### src/rtl/affine_pkg.sv
// Shared widths and constants for the affine interpolation filter accumulator.
package affine_pkg;
  localparam int SAMPLE_W  = 11;
  localparam int PROD_W    = 15;
  localparam int ACC_W     = 18;
  localparam int NTAPS     = 6;
  localparam int ROUND_OFS = 32;
  localparam int SHIFT     = 6;
  localparam int SUBBLK_N  = 16;

  localparam int PAIR_W = PROD_W + 1;
  localparam int NPAIRS = NTAPS / 2;
  localparam int CNT_W  = $clog2(SUBBLK_N);

  typedef logic signed [PROD_W-1:0]   prod_t;
  typedef logic signed [PAIR_W-1:0]   pair_t;
  typedef logic signed [ACC_W-1:0]    acc_t;
  typedef logic signed [SAMPLE_W-1:0] sample_t;
endpackage

### src/rtl/affine_round_clip_11.sv
// Final scaling: floor shift of the rounded accumulator, saturate to the sample range,
// or pass the integer-position sample straight through when the phase is zero.
module affine_round_clip_11
  import affine_pkg::*;
(
  input  acc_t    total,
  input  logic    bypass,
  input  sample_t center,
  output sample_t y
);

  localparam acc_t YMAX = acc_t'((1 <<< (SAMPLE_W - 1)) - 1);
  localparam acc_t YMIN = acc_t'(-(1 <<< (SAMPLE_W - 1)));

  acc_t shifted;

  always_comb begin
    shifted = total >>> SHIFT;
    if (bypass)
      y = center;
    else if (shifted > YMAX)
      y = YMAX[SAMPLE_W-1:0];
    else if (shifted < YMIN)
      y = YMIN[SAMPLE_W-1:0];
    else
      y = shifted[SAMPLE_W-1:0];
  end

endmodule

### src/rtl/affine_filter_accum_11.sv
// Three-stage accumulator for six pre-multiplied taps: pair sums, rounded total,
// then shift/clip; one global advance enable stalls the whole pipe on backpressure.
module affine_filter_accum_11
  import affine_pkg::*;
(
  input  logic          clk,
  input  logic          rst,
  input  prod_t         p0,
  input  prod_t         p1,
  input  prod_t         p2,
  input  prod_t         p3,
  input  prod_t         p4,
  input  prod_t         p5,
  input  sample_t       center_in,
  input  logic [3:0]    frac_in,
  input  logic          valid_in,
  output logic          ready_in,
  output sample_t       y_out,
  output logic          valid_out,
  input  logic          ready_out,
  output logic          last_out,
  input  logic          flush
);

  logic             adv;
  logic             accept;
  prod_t            prod   [NTAPS];
  pair_t            pair_d [NPAIRS];
  acc_t             total_d;
  sample_t          y_d;

  logic             s1_valid;
  pair_t            s1_pair [NPAIRS];
  logic             s1_byp;
  sample_t          s1_center;

  logic             s2_valid;
  acc_t             s2_total;
  logic             s2_byp;
  sample_t          s2_center;

  logic [CNT_W-1:0] cnt;

  assign prod[0] = p0;
  assign prod[1] = p1;
  assign prod[2] = p2;
  assign prod[3] = p3;
  assign prod[4] = p4;
  assign prod[5] = p5;

  assign adv      = !valid_out || ready_out;
  assign ready_in = adv;
  assign accept   = valid_in && adv;
  assign last_out = valid_out && (cnt == CNT_W'(SUBBLK_N - 1));

  always_comb begin
    for (int i = 0; i < NPAIRS; i++)
      pair_d[i] = PAIR_W'(prod[2*i]) + PAIR_W'(prod[2*i+1]);
  end

  always_comb begin
    total_d = acc_t'(ROUND_OFS);
    for (int i = 0; i < NPAIRS; i++)
      total_d = total_d + ACC_W'(s1_pair[i]);
  end

  affine_round_clip_11 u_round_clip (
    .total  (s2_total),
    .bypass (s2_byp),
    .center (s2_center),
    .y      (y_d)
  );

  // Stage valids and the sub-block counter; flush wins over any acceptance.
  always_ff @(posedge clk or posedge rst) begin
    if (rst) begin
      s1_valid  <= 1'b0;
      s2_valid  <= 1'b0;
      valid_out <= 1'b0;
      cnt       <= '0;
    end else begin
      if (flush) begin
        s1_valid  <= 1'b0;
        s2_valid  <= 1'b0;
        valid_out <= 1'b0;
      end else if (adv) begin
        s1_valid  <= accept;
        s2_valid  <= s1_valid;
        valid_out <= s2_valid;
      end
      if (flush)
        cnt <= '0;
      else if (valid_out && ready_out)
        cnt <= cnt + 1'b1;
    end
  end

  // Data only moves on a real sample so idle-bus garbage never enters the pipe.
  always_ff @(posedge clk or posedge rst) begin
    if (rst) begin
      for (int i = 0; i < NPAIRS; i++)
        s1_pair[i] <= '0;
      s1_byp    <= 1'b0;
      s1_center <= '0;
      s2_total  <= '0;
      s2_byp    <= 1'b0;
      s2_center <= '0;
      y_out     <= '0;
    end else if (adv) begin
      if (accept) begin
        for (int i = 0; i < NPAIRS; i++)
          s1_pair[i] <= pair_d[i];
        s1_byp    <= (frac_in == 4'd0);
        s1_center <= center_in;
      end
      if (s1_valid) begin
        s2_total  <= total_d;
        s2_byp    <= s1_byp;
        s2_center <= s1_center;
      end
      if (s2_valid)
        y_out <= y_d;
    end
  end

endmodule

### config.mk
export PLATFORM = sky130hd
export DESIGN_NAME = affine_filter_accum_11
export DESIGN_NICKNAME = d
export VERILOG_FILES = /design/src/rtl/affine_pkg.sv /design/src/rtl/affine_round_clip_11.sv /design/src/rtl/affine_filter_accum_11.sv
export SDC_FILE = /design/constraint.sdc
export NUM_CORES = 1
export LEC_CHECK = 0
export ABC_AREA = 1
export CAP_MARGIN = 20
export CORE_ASPECT_RATIO = 0.7
export CORE_MARGIN = 2
export CORE_UTILIZATION = 55
export CTS_CLUSTER_DIAMETER = 40
export DETAILED_ROUTE_END_ITERATION = 10
export PLACE_DENSITY = 0.93
export SYNTH_ARGS = -nofsm -noshare
export SYNTH_HDL_FRONTEND = slang
export SYNTH_SLANG_ARGS = --single-unit
### constraint.sdc
create_clock -name clk -period 3.7 [get_ports clk]
set_input_delay 0.74 -clock clk [delete_from_list [all_inputs] [get_ports clk]]
set_output_delay 0.74 -clock clk [all_outputs]
set_load 0.01 [all_outputs]
**Word-level counts from Yosys, hierarchy flattened**

Cells that the tools add are included.

- Reductions and logical operators: 11
- $lt $le $gt $ge: 2
- Add/sub/neg operators: 7
- Mux-type cells: 11
- Eq/ne operators: 1

Operator list:

| kind | number |
|---|---|
| $add A15 B15 Y16 | 3 |
| $mux W11 | 3 |
| $add A17 B16 Y18 | 1 |
| $add A18 B16 Y18 | 1 |
| $add A7 B16 Y17 const A | 1 |
| $gt A12 B11 Y1 const B | 1 |
| $lt A12 B11 Y1 const B | 1 |
| $mux W4 | 2 |
| $mux W1 | 6 |
| $reduce_and A2 Y1 | 3 |
| $add A4 B1 Y4 const B | 1 |
| $eq A4 B4 Y1 const B | 1 |
| $logic_not A4 Y1 | 1 |
| $reduce_bool A2 Y1 | 2 |
| $logic_and A1 B1 Y1 | 3 |
| $logic_not A1 Y1 | 1 |
| $logic_or A1 B1 Y1 | 1 |

- Register bits: 108
- Logic and storage cells: 45
- Bits of input ports: 110

**Longest topological paths before layout**

Gate-level depths: netlist (run 1).

- Word-level depth: 5
- Gate-level depth with buffers: 16
- Gate-level depth less buffers: 16

**Hierarchy**

A second synthesis (run 1) with hierarchy kept.

- Cell total of the unflattened synthesis: 1290
- Area, all modules: 8659.6 um^2

Modules (own cells, without submodules):

| module | instances | cells an instance | area each (um^2) | sequential area each (um^2) |
|---|---|---|---|---|
| affine_filter_accum_11 | 1 | 1233 | 8428.1 | 2702.6 |
| affine_round_clip_11 | 1 | 57 | 231.5 | 0.0 |

**Worst setup path after synthesis (run 1)**

Ideal clock, no wire load.

- Path type: register -> register
- Start point: reg s1_pair[4] in the netlist's numbering
- End point: reg s2_total[8]
- Setup time: 0.117 ns
- Data required time: 3.583 ns
- Arrival: 2.305 ns
- Cell stages (with the launch flop): 12
- Path slack: 1.277 ns
- Cells stage by stage: dfrtp_1 inv_1 fa_1 inv_1 fa_1 ha_1 a21o_1 a21oi_1 nand2_1 or2_2 nand3_1 nand2_1

- Word-level cells in the longest chain between the ends: 1

RTL lines:

| what | line | text |
|---|---|---|
| start: declaration | affine_filter_accum_11.sv:33 | `pair_t s1_pair [NPAIRS];` |
| start signal: indexed assignment | affine_filter_accum_11.sv:112 | `s1_pair[i] <= pair_d[i];` |
| $add A18 B16 Y18 | affine_filter_accum_11.sv:64 | `total_d = total_d + ACC_W'(s1_pair[i]);` |
| end signal: assignment | affine_filter_accum_11.sv:117 | `s2_total <= total_d;` |
| end: declaration | affine_filter_accum_11.sv:38 | `acc_t s2_total;` |

No other way between the ends.
A chain may end at the register's enable or synchronous reset.

**Final worst setup path (run 1)**

- Start point: in ready_out
- End point: out ready_in

- Word-level cells in the longest chain between the ends: 1

RTL lines:

| what | line | text |
|---|---|---|
| start: declaration | affine_filter_accum_11.sv:20 | `input logic ready_out,` |
| $logic_or A1 B1 Y1 | affine_filter_accum_11.sv:51 | `assign adv = !valid_out \|\| ready_out;` |
| end: declaration | affine_filter_accum_11.sv:17 | `output logic ready_in,` |

No other way between the ends.

==> results.md, run 1 <==
- Outcome: finished clean
- Post-Synth XOR/XNOR Area: 1.66%
- Simple-Gate Fraction of Synth Area: 29.0%
- Setup WS post-layout: 0.836 ns
- FMAX: 349 MHz
- Kind of critical path: input pin to output port
- Nets: 1399
- Vias in the first global route: 7352
- Yosys top cell by area: dfrtp_1
- Die Wd: 148 um
- Row cnt: 36
- Grt met1 use: 38.0%
- Port bufs: 123
- Worst-path clk slew: 0.08 ns
- Die H: 104 um
- Area Overhead vs Synth: 21.6%
- DR vias/cell: 5.39
- Syn Nets: 1282
- Synth area leaders: dfrtp_1, nand2_1, ha_1, inv_1, nand3_1
- EDFF count, synth: 0
- Worst vdd ir: 0.309 mV
- Endpoints failing hold: 0
- Largest family of logic cells by synthesized area: simple AND/OR/NAND/NOR gates
- Hold Slack: 0.469 ns
- Sequential area share after synthesis: 32.2%
- Via count: 7493
- Final worst path period share: 77.4%
- Initial Util: 56.6%
- Routed len/inst: 14.2 um
- Met3 Usage GRT: 4.78%
- Adder-cell share of the synthesized area: 16.5%
- Worst-path maximum fanout: 15
- Worst slew pin tran: 0.726 ns
- Initial antenna violation count: 0
- Max Slew Vio Count: 0
- Total gr overflow: 0
- Mean post-synth cell area: 7.36 sq um
- Count leader, synth: nand2_1
- Multiplexer area fraction after synthesis: 0%
- Final Skew: 0.00796 ns
- Final WL: 19700 um
- Clock latency on the worst-skew pair: 0.36 ns
- Leakage: 4.97 nW
- Ys Warns: 0
- Pre-CTS setup slack: 0.834 ns
- HPWL reported at the end of detailed placement: 15300 um
- Placed Area: 0.00931 sq mm
- Setup crit start kind: input pin
- Total of max-cap violations: 0
- Synth cell types: 46
- Die area: 0.0154 sq mm
- Crit path DAT: 2.12 ns
- Remaining DRCs: 0
- GRT Overall Usage: 26.5%
- Layout Cells excl Fill: 1390
- Gpl congestion: 0.900
- # IOs: 124
- First-pass GRT wire length: 33600 um
- CTS tree: built
- Ant diodes: 0
- Hold_buf cts: 0
- Top-area cell type share of the netlist area: 32.2%
- ANT nets after route: 0
- WP data required: 2.96 ns
- RSZ-0062 raised after global routing: false
- Gr busiest metal: met2
- CP endpoint kind: output port
- Synth Area in Compound Gates: 11.6%
- Worst hold path type: flip-flop to flip-flop
- Fin area: 0.00964 sq mm
- Post-CTS Setup Inserts: 0
- Setup TNS: 0 ns
- Met2 usage: 41.4%
- Final setup viols: 0
- Synthesized area: 0.00793 sq mm
- Dpl cells: 1374
- Core ar.: 0.0140 sq mm
- Iter 0 DRT Violations: 541
- Cells after synthesis: 1078
- Resized cells post-CTS: 0
- Layout cells sized above 1: 4.92%
- Iteration count of the initial detailed-routing pass: 5
- Pwr dens: 536 mW/mm^2
- Largest net degree at the start of global routing: 65
- Top cells by instance count after synthesis: nand2_1, inv_1, dfrtp_1, nand3_1, ha_1
- CTS buffer count: 9
- Tmin final: 2.86 ns
- # clock sinks: 102
- Slew HR: 51.5%
- CTS max path bufs: 2
- Ys async rst share: 100%
- Ys flop type: dfrtp_1
- Root Buffer: clkbuf_16
- #FFs+latches synth: 102
- CTS H-Tree Depth: 3
layout make-up:
class / instances / area (sq um)
timing repair buffer: 126 / 1270
clock buffer: 9 / 225
fill: 1082 / 4370
multi-input combinational: 798 / 4660
clock inverter: 7 / 103
inverter: 158 / 598
sequential: 102 / 2550
tap: 190 / 238
report_power, final:
| part | leakage, nW | internal (mW) | switching [mW] |
|---|---|---|---|
| registers | 1.26 | 1.36 | 0.156 |
| clock network | 0.159 | 0.548 | 0.475 |
| logic | 3.55 | 1.05 | 1.57 |
kinds of logic after synthesis:
group / count (synthesis)
buffers and inverters: 178
AOI/OAI and AO/OA: 155
adders and majority gates: 94
and+or+nand+nor: 534
xor gates and xnor gates: 15
DFF: 102
registers in the layout, indices dropped and copies added, names as in the netlist:
register   cells
s2_valid       1
s1_center     11
s1_byp         1
s2_center     11
s1_pair       48
s2_byp         1
y_out         11
cnt            4
valid_out      1
s2_total      12
s1_valid       1
stage by stage:
step	util [%]	power, mW
2_1_floorplan	-	3.33
6_report	68.8	5.17
3_3_place_gp	66.5	3.97
4_1_cts	68.8	5.14
3_5_place_dp	66.5	4.08
5_1_grt	68.8	5.60
critical path, cell delays in order:
cell	delay, ns
clkdlybuf4s50_1	0.51
nor2_8	0.29
inv_2	0.10
clkdlybuf4s50_1	0.49
cell usage in the layout, fill, tap and decap left out, types with 11 or more instances in the layout:
| cell | n |
|---|---|
| nand2_1 | 342 |
| inv_1 | 151 |
| clkdlybuf4s50_1 | 123 |
| dfrtp_1 | 102 |
| nand3_1 | 82 |
| ha_1 | 76 |
| nor2_1 | 53 |
| a21oi_1 | 46 |
| o21ai_0 | 42 |
| o21ai_1 | 19 |
| fa_1 | 18 |
| xnor2_1 | 12 |
| nand3b_1 | 11 |
| o21bai_1 | 11 |
| nand4_1 | 11 |
final timing paths:
path                                          from                  endpoint  slack (ns)  cells after the start
setup / recovery                         ready_out                  ready_in        0.84                      4
hold / removal                  cnt[3]$_DFFE_PP0P_        cnt[3]$_DFFE_PP0P_        0.47                      1
setup reg to reg           s1_pair[20]$_DFFE_PP0P_  s2_total[13]$_DFFE_PP0P_        0.96                     16
hold reg to reg                 cnt[3]$_DFFE_PP0P_        cnt[3]$_DFFE_PP0P_        0.47                      1
max in group asynchronous                      rst   s1_pair[26]$_DFFE_PP0P_        2.15                      3
min in group asynchronous                      rst   s1_pair[32]$_DFFE_PP0P_        0.85                      2
metal layers:
layer  part of all wire (%)  routed length [um]
met1                     46                9120
met2                     44                8620
met3                    8.0                1580
met4                    1.9                 375
met5                      0                   0
Power figures use the tool's default switching activity.
==> run 2, diff against run 1 <==
- CORE_UTILIZATION: 55 -> 50
- PLACE_DENSITY: 0.93 -> 0.9
- clock period: 3.7 -> 2.57 ns (I/O delays scaled with it)
==> results.md, run 2 (synthesis results as in run 1) <==
- Outcome: complete, but fails checks
- Failing checks: negative setup slack
- Nets: 1413
- Via count: 7689
- Routed len/inst: 15.1 um
- Layout cells sized above 1: 10.5%
- Area Overhead vs Synth: 27.0%
- Largest regs: s1_pair x48, s2_total x12
- Total of max-cap violations: 0
- Core ar.: 0.0155 sq mm
- Commonest non-fill, non-tap cell in the layout: nand2_1
- ANT nets after route: 0
- Setup crit start kind: flip-flop
- Commonest cells after routing, fill and taps aside: nand2_1, inv_1, clkdlybuf4s50_1
- Worst slew pin tran: 0.547 ns
- Initial Util: 51.2%
- Setup TNS: -0.152 ns
- Leakage: 5.05 nW
- Clock latency on the worst-skew pair: 0.35 ns
- RSZ-0062 raised after global routing: true
- # clock sinks: 102
- CTS buffer count: 9
- Die Wd: 155 um
- # fillers: 1266
- Final worst path period share: 104%
- Setup WS post-layout: -0.107 ns
- HPWL reported at the end of detailed placement: 15700 um
- Pwr dens: 855 mW/mm^2
- Root Buffer: clkbuf_16
- Tmin final: 2.68 ns
- Kind of critical path: flip-flop to flip-flop
- Worst-path maximum fanout: 5
- CTS H-Tree Depth: 3
- Iter 0 DRT Violations: 541
- Initial antenna violation count: 0
- Row cnt: 38
- Endpoints failing hold: 0
- First-pass GRT wire length: 33600 um
- Final setup viols: 2
- Final WL: 21400 um
- Max Slew Vio Count: 0
- Total gr overflow: 0
- DR vias/cell: 5.44
- Iteration count of the initial detailed-routing pass: 6
- Die H: 109 um
- Highest routed layer: met4
- Met1 WL: 9540 um
- Remaining DRCs: 0
- Gpl congestion: 0.965
- CTS max path bufs: 2
- DR WL met3: 1610 um
- Most flop-heavy register: s1_pair
- DR WL met2: 9690 um
- Max reg flops: 48
- Slew HR: 63.5%
- WP data required: 2.81 ns
- Worst-path clk slew: 0.07 ns
- CP endpoint kind: flip-flop
- Crit path DAT: 2.92 ns
- GRT Overall Usage: 24.6%
- # IOs: 124
- Die area: 0.0169 sq mm
- Hold_buf cts: 0
- CTS tree: built
- Vias in the first global route: 7238
- Worst vdd ir: 0.649 mV
- Port bufs: 123
- Final Skew: 0.00637 ns
- Design Power: 8.61 mW
- Worst hold path type: flip-flop to flip-flop
- Ant diodes: 0
- Largest net degree at the start of global routing: 44
- FMAX: 374 MHz
==> run 2: changes by cell type in the layout (fill, tap and decap cells not counted), sizes merged <==
cell / change
buf: +14
clkbuf: +1
clkinv: -1
clkinvlp: +1
inv: -1
==> run 2: critical path: stages, from the launching register on <==
cell,delay [ns]
dfrtp_1,0.32
inv_1,0.07
fa_1,0.55
inv_1,0.05
ha_1,0.35
ha_4,0.33
nand2_1,0.14
o21ai_0,0.36
a21oi_1,0.16
nand2_1,0.10
nand2_1,0.05
nand3_1,0.05
nand2_1,0.05
==> run 2: final timing paths <==
kind                                                   to  slack (ns)  depth (start not counted)                      start
worst max-delay path             s2_total[17]$_DFFE_PP0P_       -0.11                         12    s1_pair[12]$_DFFE_PP0P_
worst min-delay path            s2_center[10]$_DFFE_PP0P_        0.48                          2  s2_center[10]$_DFFE_PP0P_
worst max register to register   s2_total[17]$_DFFE_PP0P_       -0.11                         12    s1_pair[12]$_DFFE_PP0P_
worst min register to register  s2_center[10]$_DFFE_PP0P_        0.48                          2  s2_center[10]$_DFFE_PP0P_
max in group asynchronous         s1_pair[11]$_DFFE_PP0P_        1.43                          3                        rst
min in group asynchronous           valid_out$_DFFE_PP0P_        0.56                          2                        rst
==> run 2: final cells by class <==
| type | count | area [sq um] | share of cell area, % |
|---|---|---|---|
| sequential | 102 | 2550 | 25.3 |
| clock buffer | 10 | 239 | 2.37 |
| tap | 200 | 250 | 2.48 |
| clock inverter | 6 | 68.8 | 0.683 |
| multi-input combinational | 798 | 4980 | 49.4 |
| timing repair buffer | 140 | 1380 | 13.7 |
| inverter | 158 | 599 | 5.95 |
==> run 2: report_power, final <==
group | leakage, nW | internal, mW | switching, mW | total, mW
clock | 0.155 | 0.791 | 0.630 | 1.42
sequential | 1.26 | 1.96 | 0.218 | 2.18
combinational | 3.63 | 2.12 | 2.89 | 5.01
total | 5.05 | 4.87 | 3.74 | 8.61
==> run 2: timing repair <==
item,CTS,global route
setup endpoints to repair,7,12
buffers inserted,1,2
pin swaps,4,22
cloned,0,0
gates resized for setup,7,58
hold endpoints to repair,0,0
==> run 2: per-stage QoR <==
step	instance area [sq um]	worst slack [ns]	hold slack, ns	utilization, %	instances
2_1_floorplan	7930	0.147	0.433	-	1078
6_report	10100	-0.107	0.477	65.0	1414
3_5_place_dp	9420	-0.0487	0.464	60.8	1395
4_1_cts	9770	0.00536	0.481	63.1	1412
3_3_place_gp	9420	0.0402	0.448	60.8	1395
5_1_grt	10100	-0.103	0.501	65.0	1414
==> run 2: layer usage <==
| metal | GRT usage [%] | vias to the layer above |
|---|---|---|
| li1 | - | 3749 |
| met1 | 34.1 | 3567 |
| met3 | 4.77 | 51 |
| met2 | 40.4 | 322 |
| met4 | 5.69 | 0 |
| met5 | 0 | - |
==> run 3, diff against run 2 <==
- CORE_MARGIN: 2 -> 8
==> results.md, run 3 (synthesis results as in run 1) <==
- Worst r2r src: s1_pair[36]$_DFFE_PP0P_
- Fin area: 0.0102 sq mm
- Pre-CTS setup slack: -0.0545 ns
- FMAX: 369 MHz
- Final Skew: 0.00875 ns
- Initial Util: 51.2%
- Worst hold path type: flip-flop to flip-flop
- Slew HR: 62.3%
- Die H: 121 um
- WP data required: 2.83 ns
- Largest regs: s1_pair x48, s2_total x12
- Endpoints failing hold: 0
- Launch point of the critical path: s1_pair[36]$_DFFE_PP0P_
- Final worst path period share: 105%
- Nets: 1414
- Iter 0 DRT Violations: 915
- Commonest cells after routing, fill and taps aside: nand2_1, inv_1, clkdlybuf4s50_1
- # IOs: 124
- Largest net degree at the start of global routing: 103
- Worst-path clk slew: 0.07 ns
- Die Wd: 167 um
- Max Slew Vio Count: 0
- CTS H-Tree Depth: 3
- HPWL reported at the end of detailed placement: 16000 um
- Most flop-heavy register: s1_pair
- Hold_buf cts: 0
- Iteration count of the initial detailed-routing pass: 6
- Crit path to: s2_total[13]$_DFFE_PP0P_
- Crit path DAT: 2.97 ns
- GRT Overall Usage: 20.7%
- CTS buffer count: 9
- Setup WS post-layout: -0.137 ns
- Port bufs: 123
- RSZ-0062 raised after global routing: true
- Worst slew pin tran: 0.566 ns
- CTS max path bufs: 2
- Worst vdd ir: 0.695 mV
- # fillers: 1189
- Initial antenna violation count: 0
- Final setup viols: 11
- R2r endpoint: s2_total[13]$_DFFE_PP0P_
- Total of max-cap violations: 0
- ANT nets after route: 0
- Outcome: complete, but fails checks
- R2R Setup Slk: -0.14 ns
- Vias in the first global route: 7454
- Core ar.: 0.0155 sq mm
- Worst reg2reg path depth: 16
- Total gr overflow: 0
- Via count: 7985
- First-pass GRT wire length: 35100 um
- Remaining DRCs: 0
- Clock latency on the worst-skew pair: 0.36 ns
- # clock sinks: 102
- CP endpoint kind: flip-flop
- Layout cells sized above 1: 11.6%
- Root Buffer: clkbuf_16
- Area Overhead vs Synth: 28.1%
- Routed len/inst: 16.7 um
- Gpl congestion: 0.924
- Setup crit start kind: flip-flop
- Kind of critical path: flip-flop to flip-flop
- CTS tree: built
- Leakage: 5.07 nW
- Commonest non-fill, non-tap cell in the layout: nand2_1
- Max reg flops: 48
- Die area: 0.0202 sq mm
- Pwr dens: 882 mW/mm^2
- Ant diodes: 0
- Row cnt: 38
- Tmin final: 2.71 ns
- Worst-path maximum fanout: 4
- Final WL: 23600 um
- Failing checks: negative setup slack
- DR vias/cell: 5.64
- Placed Area: 0.00943 sq mm
[run 3: changes by cell type in the layout (fill, tap and decap cells not counted), moves of 2 or more]
cell and delta:
ha_1 -3, ha_4 +3, nand3_2 +3, a21oi_1 -2, inv_6 +2, nand2_1 -2, nand2_2 +2, nand3_1 -2
[run 3: area by class of cell]
class	instances	area [sq um]	share of cell area (%)
inverters	158	599	5.90
clock inverters	6	50.0	0.493
flip-flops and latches	102	2550	25.1
multi-input cells	798	5060	49.8
well taps	200	250	2.46
clock buffers	10	239	2.35
repair buffers	141	1410	13.9
[run 3: report_power, final]
group | internal [mW] | total [mW] | switching (mW)
clock | 0.700 | 1.35 | 0.652
sequential | 1.96 | 2.20 | 0.232
combinational | 2.25 | 5.41 | 3.16
total | 4.92 | 8.96 | 4.05
[run 3: worst max-delay path, cell delays in order, from the launching register on]
cell and delay [ns]:
dfrtp_1 0.36, inv_2 0.05, fa_2 0.39, inv_2 0.08
fa_1 0.45, ha_4 0.33, nand2_4 0.07, nor2_4 0.15
nand3_2 0.12, nand2_4 0.13, nand2_4 0.07, nand2_4 0.10
nand2_2 0.07, nand2_1 0.06, nand2_1 0.06, nand3_2 0.05
nand2_1 0.05
[run 3: worst min-delay path by stage]
stage	endpoint	slack, ns	depth (start not counted)	start
4_1_cts	cnt[3]$_DFFE_PP0P_	0.47	1	cnt[3]$_DFFE_PP0P_
6_report	cnt[3]$_DFFE_PP0P_	0.47	1	cnt[3]$_DFFE_PP0P_
3_3_place_gp	cnt[3]$_DFFE_PP0P_	0.45	1	cnt[3]$_DFFE_PP0P_
3_5_place_dp	s2_center[2]$_DFFE_PP0P_	0.46	2	s2_center[2]$_DFFE_PP0P_
5_1_grt	s1_center[10]$_DFFE_PP0P_	0.50	2	s1_center[10]$_DFFE_PP0P_
2_1_floorplan	cnt[3]$_DFFE_PP0P_	0.43	1	cnt[3]$_DFFE_PP0P_
[run 3: stage by stage]
step | total power, mW | TNS, ns | hold slack [ns] | cells | util (%)
after floorplan | 4.79 | 0 | 0.433 | 1078 | -
after global placement | 5.82 | 0 | 0.448 | 1394 | 60.8
after detailed placement | 5.94 | -0.148 | 0.459 | 1394 | 60.8
after CTS | 7.46 | 0 | 0.470 | 1412 | 63.0
after global routing | 9.47 | -1.70 | 0.504 | 1415 | 65.6
final | 8.96 | -1.02 | 0.469 | 1415 | 65.6
[run 3: timing repair]
item	4_1_cts	5_1_grt
gates resized for setup	5	78
endpoints found under the setup margin	6	12
pin swaps	3	23
setup buffers	2	3
hold endpoints to repair	0	0
[run 3: metal layers]
metal | GRT usage (%) | vias up | routed length (um) | share of wire, %
li1 | - | 3736 | - | -
met4 | 5.05 | 0 | 799 | 3.4
met5 | 0 | - | 0 | 0
met1 | 28.4 | 3711 | 9890 | 42
met2 | 33.9 | 460 | 10800 | 46
met3 | 3.31 | 78 | 2120 | 9.0
